--- src/rtl/matrix_job_seq.sv ---
// matrix_job_seq: expands one host multiply command into DIM x DIM engine dot-product jobs
// Ports:
//   clk, rst_n          clock, asynchronous active-low reset
//   host_wr/rd/addr/wdata, host_ack/rdata   host register slave (ack one cycle after strobe)
//   calc_wr/addr/wdata, calc_ack             engine cfg master (held until ack, one write in flight)
//   calc_done                                 engine job-done pulse, honoured only while waiting
//   irq                                       one-cycle pulse on command completion or timeout abort
module matrix_job_seq #(
  parameter int DIM     = 16,
  parameter int TIMEOUT = 4096
) (
  input  logic        clk,
  input  logic        rst_n,
  input  logic        host_wr,
  input  logic        host_rd,
  input  logic [7:0]  host_addr,
  input  logic [31:0] host_wdata,
  output logic        host_ack,
  output logic [31:0] host_rdata,
  output logic        calc_wr,
  output logic [7:0]  calc_addr,
  output logic [31:0] calc_wdata,
  input  logic        calc_ack,
  input  logic        calc_done,
  output logic        irq
);
  typedef enum logic [2:0] {IDLE, PROG, START, WAIT, NEXT} state_t;
  localparam logic [7:0]  LAST = 8'(DIM - 1);
  localparam logic [31:0] TLIM = 32'(TIMEOUT - 1);
  state_t      state_q;
  logic [63:0] a_q, b_q, c_q, aw_q, bw_q, cw_q;
  logic [7:0]  i_q, j_q;
  logic [2:0]  idx_q;
  logic [31:0] timer_q;
  logic        busy_q, done_q, errb_q, errt_q;
  logic        host_ack_q, calc_wr_q, irq_q;
  logic [31:0] host_rdata_q, calc_wdata_q, rdata_d, prog_data;
  logic [7:0]  calc_addr_q, prog_addr;
  logic [63:0] mat1, mat2, dst, sel;
  logic        start_req, rd_status;
  assign start_req = host_wr && host_addr == 8'h00 && host_wdata[0];
  assign rd_status = host_rd && host_addr == 8'h04;
  // Job addresses are full 64-bit sums so carries propagate into the high words.
  assign mat1 = aw_q + (64'(i_q) << 6);
  assign mat2 = bw_q + (64'(j_q) << 2);
  assign dst  = cw_q + ((64'(DIM) * 64'(i_q) + 64'(j_q)) << 3);
  // idx 0..5 walks mat1 lo/hi, mat2 lo/hi, dst lo/hi at engine 0x10..0x24.
  assign sel       = idx_q[2:1] == 2'd0 ? mat1 : idx_q[2:1] == 2'd1 ? mat2 : dst;
  assign prog_data = idx_q[0] ? sel[63:32] : sel[31:0];
  assign prog_addr = 8'h10 + {3'b0, idx_q, 2'b0};
  always_comb begin
    rdata_d = host_addr == 8'h04 ? {28'h0, errt_q, errb_q, done_q, busy_q}
            : host_addr == 8'h10 ? a_q[31:0]  : host_addr == 8'h14 ? a_q[63:32]
            : host_addr == 8'h18 ? b_q[31:0]  : host_addr == 8'h1C ? b_q[63:32]
            : host_addr == 8'h20 ? c_q[31:0]  : host_addr == 8'h24 ? c_q[63:32]
            : host_addr == 8'h28 ? {16'h0, i_q, j_q} : 32'h0;
  end
  always_ff @(posedge clk or negedge rst_n) begin
    if (!rst_n) begin
      state_q      <= IDLE;
      a_q          <= '0;
      b_q          <= '0;
      c_q          <= '0;
      aw_q         <= '0;
      bw_q         <= '0;
      cw_q         <= '0;
      i_q          <= '0;
      j_q          <= '0;
      idx_q        <= '0;
      timer_q      <= '0;
      busy_q       <= 1'b0;
      done_q       <= 1'b0;
      errb_q       <= 1'b0;
      errt_q       <= 1'b0;
      host_ack_q   <= 1'b0;
      host_rdata_q <= '0;
      calc_wr_q    <= 1'b0;
      calc_addr_q  <= '0;
      calc_wdata_q <= '0;
      irq_q        <= 1'b0;
    end else begin
      host_ack_q   <= host_wr | host_rd;
      host_rdata_q <= host_rd ? rdata_d : 32'h0;
      irq_q        <= 1'b0;
      // Read-to-clear happens first so a same-cycle status event still wins.
      if (rd_status) begin
        done_q <= 1'b0;
        errb_q <= 1'b0;
        errt_q <= 1'b0;
      end
      if (host_wr) begin
        case (host_addr)
          8'h10: a_q[31:0]  <= host_wdata;
          8'h14: a_q[63:32] <= host_wdata;
          8'h18: b_q[31:0]  <= host_wdata;
          8'h1C: b_q[63:32] <= host_wdata;
          8'h20: c_q[31:0]  <= host_wdata;
          8'h24: c_q[63:32] <= host_wdata;
          default: ;
        endcase
      end
      if (start_req && state_q != IDLE) errb_q <= 1'b1;
      case (state_q)
        IDLE: if (start_req) begin
          aw_q    <= a_q;
          bw_q    <= b_q;
          cw_q    <= c_q;
          i_q     <= '0;
          j_q     <= '0;
          idx_q   <= '0;
          busy_q  <= 1'b1;
          state_q <= PROG;
        end
        // Issue on an idle bus, retire on ack; the idle cycle after each ack separates writes.
        PROG: if (!calc_wr_q) begin
          calc_wr_q    <= 1'b1;
          calc_addr_q  <= prog_addr;
          calc_wdata_q <= prog_data;
        end else if (calc_ack) begin
          calc_wr_q <= 1'b0;
          idx_q     <= idx_q == 3'd5 ? 3'd0 : idx_q + 3'd1;
          if (idx_q == 3'd5) state_q <= START;
        end
        START: if (!calc_wr_q) begin
          calc_wr_q    <= 1'b1;
          calc_addr_q  <= 8'h00;
          calc_wdata_q <= 32'h1;
        end else if (calc_ack) begin
          calc_wr_q <= 1'b0;
          timer_q   <= '0;
          state_q   <= WAIT;
        end
        WAIT: if (calc_done) state_q <= NEXT;
        else if (timer_q == TLIM) begin
          errt_q  <= 1'b1;
          busy_q  <= 1'b0;
          irq_q   <= 1'b1;
          state_q <= IDLE;
        end else timer_q <= timer_q + 32'd1;
        NEXT: if (j_q < LAST) begin
          j_q     <= j_q + 8'd1;
          state_q <= PROG;
        end else if (i_q < LAST) begin
          j_q     <= '0;
          i_q     <= i_q + 8'd1;
          state_q <= PROG;
        end else begin
          done_q  <= 1'b1;
          busy_q  <= 1'b0;
          irq_q   <= 1'b1;
          state_q <= IDLE;
        end
        default: state_q <= IDLE;
      endcase
    end
  end
  assign host_ack   = host_ack_q;
  assign host_rdata = host_rdata_q;
  assign calc_wr    = calc_wr_q;
  assign calc_addr  = calc_addr_q;
  assign calc_wdata = calc_wdata_q;
  assign irq        = irq_q;
endmodule

--- config.mk ---
export PLATFORM = sky130hd
export DESIGN_NAME = matrix_job_seq
export DESIGN_NICKNAME = d
export VERILOG_FILES = /design/src/rtl/matrix_job_seq.sv
export SDC_FILE = /design/constraint.sdc
export NUM_CORES = 1
export LEC_CHECK = 0
export CORE_UTILIZATION = 45
export CTS_BUF_LIST = sky130_fd_sc_hd__clkbuf_8
export CTS_CLUSTER_DIAMETER = 200
export CTS_CLUSTER_SIZE = 12
export DETAILED_ROUTE_END_ITERATION = 12
export PLACE_DENSITY = 0.71
export SYNTH_ARGS = -nofsm -noshare
export SYNTH_HDL_FRONTEND = slang
export SYNTH_SLANG_ARGS = --single-unit
--- constraint.sdc ---
create_clock -name clk -period 13.14 [get_ports clk]
set_clock_uncertainty 0.2 [all_clocks]
set_input_delay 1.971 -clock clk [delete_from_list [all_inputs] [get_ports clk]]
set_output_delay 1.971 -clock clk [all_outputs]
set_load 0.02 [all_outputs]
=== Word-level counts from Yosys, hierarchy flattened ===
Cells that the tools add are included.

* Register bits: 517
* Output and inout port bits: 75
* Input bits: 46
* Word-level logic and storage cells: 165

* Reduce and logical (&&, ||, !) cells: 29
* Order comparisons: 2
* Muxes and demuxes: 69
* Equal/unequal tests: 31
* Add/sub/neg operators: 9
* Bitwise gates (word level): 1

{| class="wikitable"
|+ Operators with widths
! cell !! number
|-
| $mux W32 || 15
|-
| $mux W64 || 2
|-
| $pmux W32 S2 || 2
|-
| $add A64 B10 Y64 || 1
|-
| $add A64 B14 Y64 || 1
|-
| $add A64 B16 Y64 || 1
|-
| $mux W8 || 7
|-
| $pmux W8 S2 || 3
|-
| $mux W3 || 12
|-
| $add A32 B1 Y32 const B || 1
|-
| $eq A32 B12 Y1 const B || 1
|-
| $eq A8 B5 Y1 const B || 4
|-
| $ne A2 B2 Y1 const B || 14
|-
| $eq A8 B6 Y1 const B || 3
|-
| $mux W1 || 23
|-
| $add A8 B1 Y8 const B || 2
|-
| $lt A8 B4 Y1 const B || 2
|-
| $mux W16 || 1
|-
| $pmux W3 S5 || 1
|-
| $reduce_and A2 Y1 || 7
|-
| $add A12 B8 Y13 || 1
|-
| $reduce_bool A2 Y1 || 5
|-
| $eq A8 B3 Y1 const B || 1
|-
| $logic_not A8 Y1 || 1
|-
| other kinds (21) || 30
|}

=== Logic depth before layout (Yosys ltp) ===
* Word-level depth: 10
* Mapped depth: 19
* Depth with buffers taken out: 17

=== Worst setup path before layout ===
No wires, ideal clock.

* Kind: input to register
* Start point: input host_addr[7]
* End point: register aw_q[0]
* Data required time: 12823 ps
* Cell stages on the path: 10
* Buffers on the path: 4
* Arrival time: 3982 ps
* Setup slack: 8841 ps
* Setup time: 117 ps
* Cells stage by stage: nor3_1 -> nand2b_1 -> or3_1 -> clkbuf_1 -> or4_1 -> clkbuf_1 -> clkbuf_1 -> clkbuf_1 -> nand2_1 -> nand2_1

* Word-level cells in the longest chain between the ends: 4

{| class="wikitable"
|+ Ends and longest elaborated chain
! item !! RTL line !! text
|-
| start, declared || 16 || <nowiki>input logic [7:0] host_addr,</nowiki>
|-
| $logic_not A8 Y1 || 41 || <nowiki>assign start_req = host_wr && host_addr == 8'h00 && host_wdata[0];</nowiki>
|-
| $logic_and A1 B1 Y1 (2 in series) || 41 ||
|-
| $reduce_and A2 Y1 (no line) || - ||
|-
| end signal, assigned || 105 || <nowiki>aw_q <= a_q;</nowiki>
|-
| end, declared || 31 || <nowiki>logic [63:0] a_q, b_q, c_q, aw_q, bw_q, cw_q;</nowiki>
|}

No other way between the ends.
A chain may end at the register's enable or synchronous reset.

=== Worst setup path after layout ===
* Start point: register i_q[0]
* End point: register calc_wdata_q[15], in the netlist calc_wdata[15]

* Word-level cells in the longest chain between the ends: 7
* Elaborated cells between the ends (all ways): 8
* Those cells by class: add/sub: 3; mux: 5

{| class="wikitable"
|+ Ends and longest elaborated chain
! item !! RTL line !! text
|-
| start, declared || 32 || <nowiki>logic [7:0] i_q, j_q;</nowiki>
|-
| start signal, assigned || 145 || <nowiki>i_q <= i_q + 8'd1;</nowiki>
|-
| $add A12 B8 Y13 || 46 || <nowiki>assign dst = cw_q + ((64'(DIM) * 64'(i_q) + 64'(j_q)) << 3);</nowiki>
|-
| $add A64 B16 Y64 || 46 ||
|-
| $mux W64 || 48 || <nowiki>assign sel = idx_q[2:1] == 2'd0 ? mat1 : idx_q[2:1] == 2'd1 ? mat2 : dst;</nowiki>
|-
| $mux W64 * || 48 ||
|-
| $mux W32 * || 49 || <nowiki>assign prog_data = idx_q[0] ? sel[63:32] : sel[31:0];</nowiki>
|-
| $mux W32 * || 115 || <nowiki>PROG: if (!calc_wr_q) begin</nowiki>
|-
| $pmux W32 S2 * || 103 || <nowiki>case (state_q)</nowiki>
|-
| end signal, assigned || 118 || <nowiki>calc_wdata_q <= prog_data;</nowiki>
|-
| end, declared || 37 || <nowiki>logic [31:0] host_rdata_q, calc_wdata_q, rdata_d, prog_data;</nowiki>
|}

Every way passes the cells marked *; elsewhere a longest branch is shown, timed or not. The select of a mux whose other input is x is not followed.

==> metrics.csv <==
metric,value,unit
status,completed,
pwr dens,125,nW/um^2
layout filler cell count,5413,
WP data required,13490,ps
Clock Pin Slew Worst Setup and Hold Paths,100,ps
part of the power in combinational logic,26.7,%
Yosys warnings,0,
clock sink count,513,
initial antenna violation count,1,
number of synthesized flops with an enable pin,0,
Setup Slack @ Placement,7380,ps
Hold Path Class,reg2reg,
hold_buf cts,0,
post-cts resize count,0,
CP endpoint,calc_wdata[15],
pin count of the biggest net entering global routing,209,
internal reg-to-reg setup slack,7860,ps
register area share after synthesis,47.9,%
Worst R2R Start,i_q[0],
post-DP HPWL,65000,um
Final Hold Fails,0,
die area,60500,um^2
Initial DRC Count,2463,
number of global-route vias before repair,22300,
sequential share of power,49.1,%
synth unique cells,78,
cell area after layout,29400,um^2
Post-Route WL,92600,um
Nets,2937,
Hold Crit Depth,2,
Internal Power,2.36,mW
GPL Wtd Cong,1.01,
"Clk Latency, worst-skew pair",690,ps
VDD IR-drop max,0.0865,mV
worst slew pin tran,1280,ps
Post-synth ARST share,100,%
initial core utilization,45.5,%
critical path arrival,5630,ps
met2 usage,47.3,%
f_max,189,MHz
clock share of power,24.2,%
synth-to-layout area growth,9.77,%
Pre-antenna DRT Iters,8,
Sw Ratio,35.9,%
H-tree depth,2,
worst hold slack,271,ps
Final WS setup,7860,ps
postcts setup bufs,0,
DR vias,22500,
GRT met3 Usage,6.10,%
# rows,89,
Die Wd,246,um
crit path kind,reg2reg,
first-pass GRT wire length,140000,um
Placed Area,28700,um^2
dominant synthesized flop cell,dfrtp_1,
Static Leakage,13.7,nW
Non-Filler Instances,3628,
Seq cells post-synth,513,
Placed Instances,3574,
Die Span Y,246,um
CP Capture Type,flop,
pins over their slew limit,0,
CP cell instances,ha_1 > inv_1 > fa_1 > nor2b_1 > o21ai_0 > nand2b_1 > nor2b_1 > ha_1 > a21oi_1 > o211ai_1 > o21ba_2 > a211oi_1 > nand4_1 > mux2i_1 > a211oi_1 > a2111o_1,
Port Buf Inserts,116,
busiest grt layer,met2,
Slew headroom,13.0,%
Antenna Nets Post-Route,0,
CTS tree,built,
sw power,1.32,mW
Mean Syn Cell Area,9.60,um^2
setup tns final,0,ps
Critical-path top delay cell,a21oi_1,
Via density,6.21,
met1 usage,43.4,%
crit path max fanout,14,
Buf/Inv on CP,1,
Post-Syn Instances,2788,
total I/O pin count,121,
"Setup violations, final",0,
Crit path max-delay family,compound AO/OA/AOI/OAI gates,
layout cells sized above 1,12.2,%
maximum clock path buffer count,3,
max-cap violations,0,
critical path startpoint category,flop,
Core Area,58900,um^2
GRT overflow,0,
worst r2r path cells,16,
Inserted Clock Buffers,48,
DR WL/cell,25.5,um
minimum clock period,5280,ps
RR Endpoint,calc_wdata[15],
DRC Markers,0,
crit path from,i_q[0],
root buffer cell,clkbuf_8,
Mapped Area,26800,um^2
RSZ-0062 raised after global routing,false,
"slowest stage delay, CP",960,ps
total global routing track utilization,30.9,%
CP Depth,16,
final cycle utilization of the critical path,40.2,%
-- worst min path at each step --
| stage | from | endpoint | slack [ps] |
|---|---|---|---|
| 5_1_grt | aw_q[3] | aw_q[3] | 290 |
| 4_1_cts | c_q[10] | cw_q[10] | 270 |
| 2_1_floorplan | aw_q[5] | aw_q[5] | 230 |
| 6_report | c_q[10] | cw_q[10] | 270 |
| 3_5_place_dp | aw_q[3] | aw_q[3] | 260 |
| 3_3_place_gp | aw_q[3] | aw_q[3] | 250 |
-- cell usage after synthesis, drive strengths merged, types with 14 or more instances --
cell | n | area, um^2
clkbuf | 103 | 390
xnor2 | 114 | 998
a211oi | 19 | 143
nor4 | 27 | 236
and3 | 37 | 231
a222oi | 17 | 170
nand2 | 723 | 2710
ha | 36 | 450
xor2 | 78 | 683
mux2 | 214 | 2410
nand2b | 16 | 100
nor3 | 43 | 235
mux2i | 29 | 290
dfrtp | 513 | 12800
inv | 25 | 93.8
o21ai | 91 | 455
a21oi | 98 | 490
nand3 | 78 | 395
buf | 47 | 225
a22oi | 41 | 308
nand4 | 50 | 313
a221oi | 31 | 278
nor2 | 131 | 492
or3 | 14 | 87.6
o211ai | 19 | 143
and4 | 17 | 149
-- worst min-delay path: stages, from the launching register on --
cell and delay, ps:
dfrtp_1 380, nand2_1 60, nand2_1 60
-- per-layer routing --
layer	vias up	wire length, um
met5	-	0
met4	0	3180
met3	219	8540
met2	1105	41200
met1	11300	39700
li1	9892	-
-- through the flow --
stage / utilization [%] / total power [mW]
floorplan: - / 2.34
global placement: 48.7 / 2.79
detailed placement: 48.7 / 2.80
CTS: 49.9 / 3.68
global route: 49.9 / 3.83
finish: 49.9 / 3.69
-- state kept, by name, summed over array words and instances (netlist names), 3 cells and up --
register    flops
idx_q           3
state_q         3
calc_wdata     32
calc_addr       4
i_q             8
host_rdata     32
aw_q           64
j_q             8
c_q            64
timer_q        32
cw_q           64
b_q            64
bw_q           64
a_q            64
-- cell type report --
type                    count  area, um^2  area share (%)
well taps                 773         967            3.29
repair buffers            160        1500            5.12
clock inverters             3        17.5          0.0596
multi-input cells        2102       13300            45.2
diodes                      1        2.50         0.00851
flip-flops and latches    513       12800            43.7
inverters                  26        97.6           0.332
clock buffers              50         688            2.34
-- cell usage in the layout, fill, tap and decap left out, types with 16 or more instances in the layout --
cell type / instances
nand4_1: 50
a222oi_1: 17
buf_4: 43
dfrtp_1: 512
nand3_1: 77
o211ai_1: 19
a22oi_1: 41
inv_1: 26
and4_1: 17
mux2i_1: 29
xnor2_1: 114
clkbuf_8: 50
a211oi_1: 18
nor3_1: 38
clkdlybuf4s50_1: 114
a221oi_1: 30
xor2_1: 78
and3_1: 37
o21ai_0: 83
ha_1: 36
nand2b_1: 16
mux2_2: 214
nand2_1: 723
nor2_1: 127
nor4_1: 19
a21oi_1: 98
-- power by group through the flow --
stage / combinational [mW] / sequential, mW / clock, mW
2_1_floorplan: 0.517 / 1.82 / 0
3_3_place_gp: 0.950 / 1.84 / 0
3_5_place_dp: 0.963 / 1.84 / 0
4_1_cts: 0.968 / 1.81 / 0.902
5_1_grt: 1.05 / 1.82 / 0.964
6_report: 0.984 / 1.81 / 0.891
-- cells by family (layout without fill, tap and decap cells) --
family          Yosys count  count (layout)  synth area share [%]
other cells               1               5                0.0140
flops                   513             513                  47.9
mux                     243             243                  10.1
xor+xnor                192             192                  6.28
compound gates          442             442                  11.4
simple gates           1181            1181                  19.7
fa+ha+maj                40              40                  1.98
buf+inv                 176             239                  2.66
Note: power is estimated with default switching activity, not from simulation.
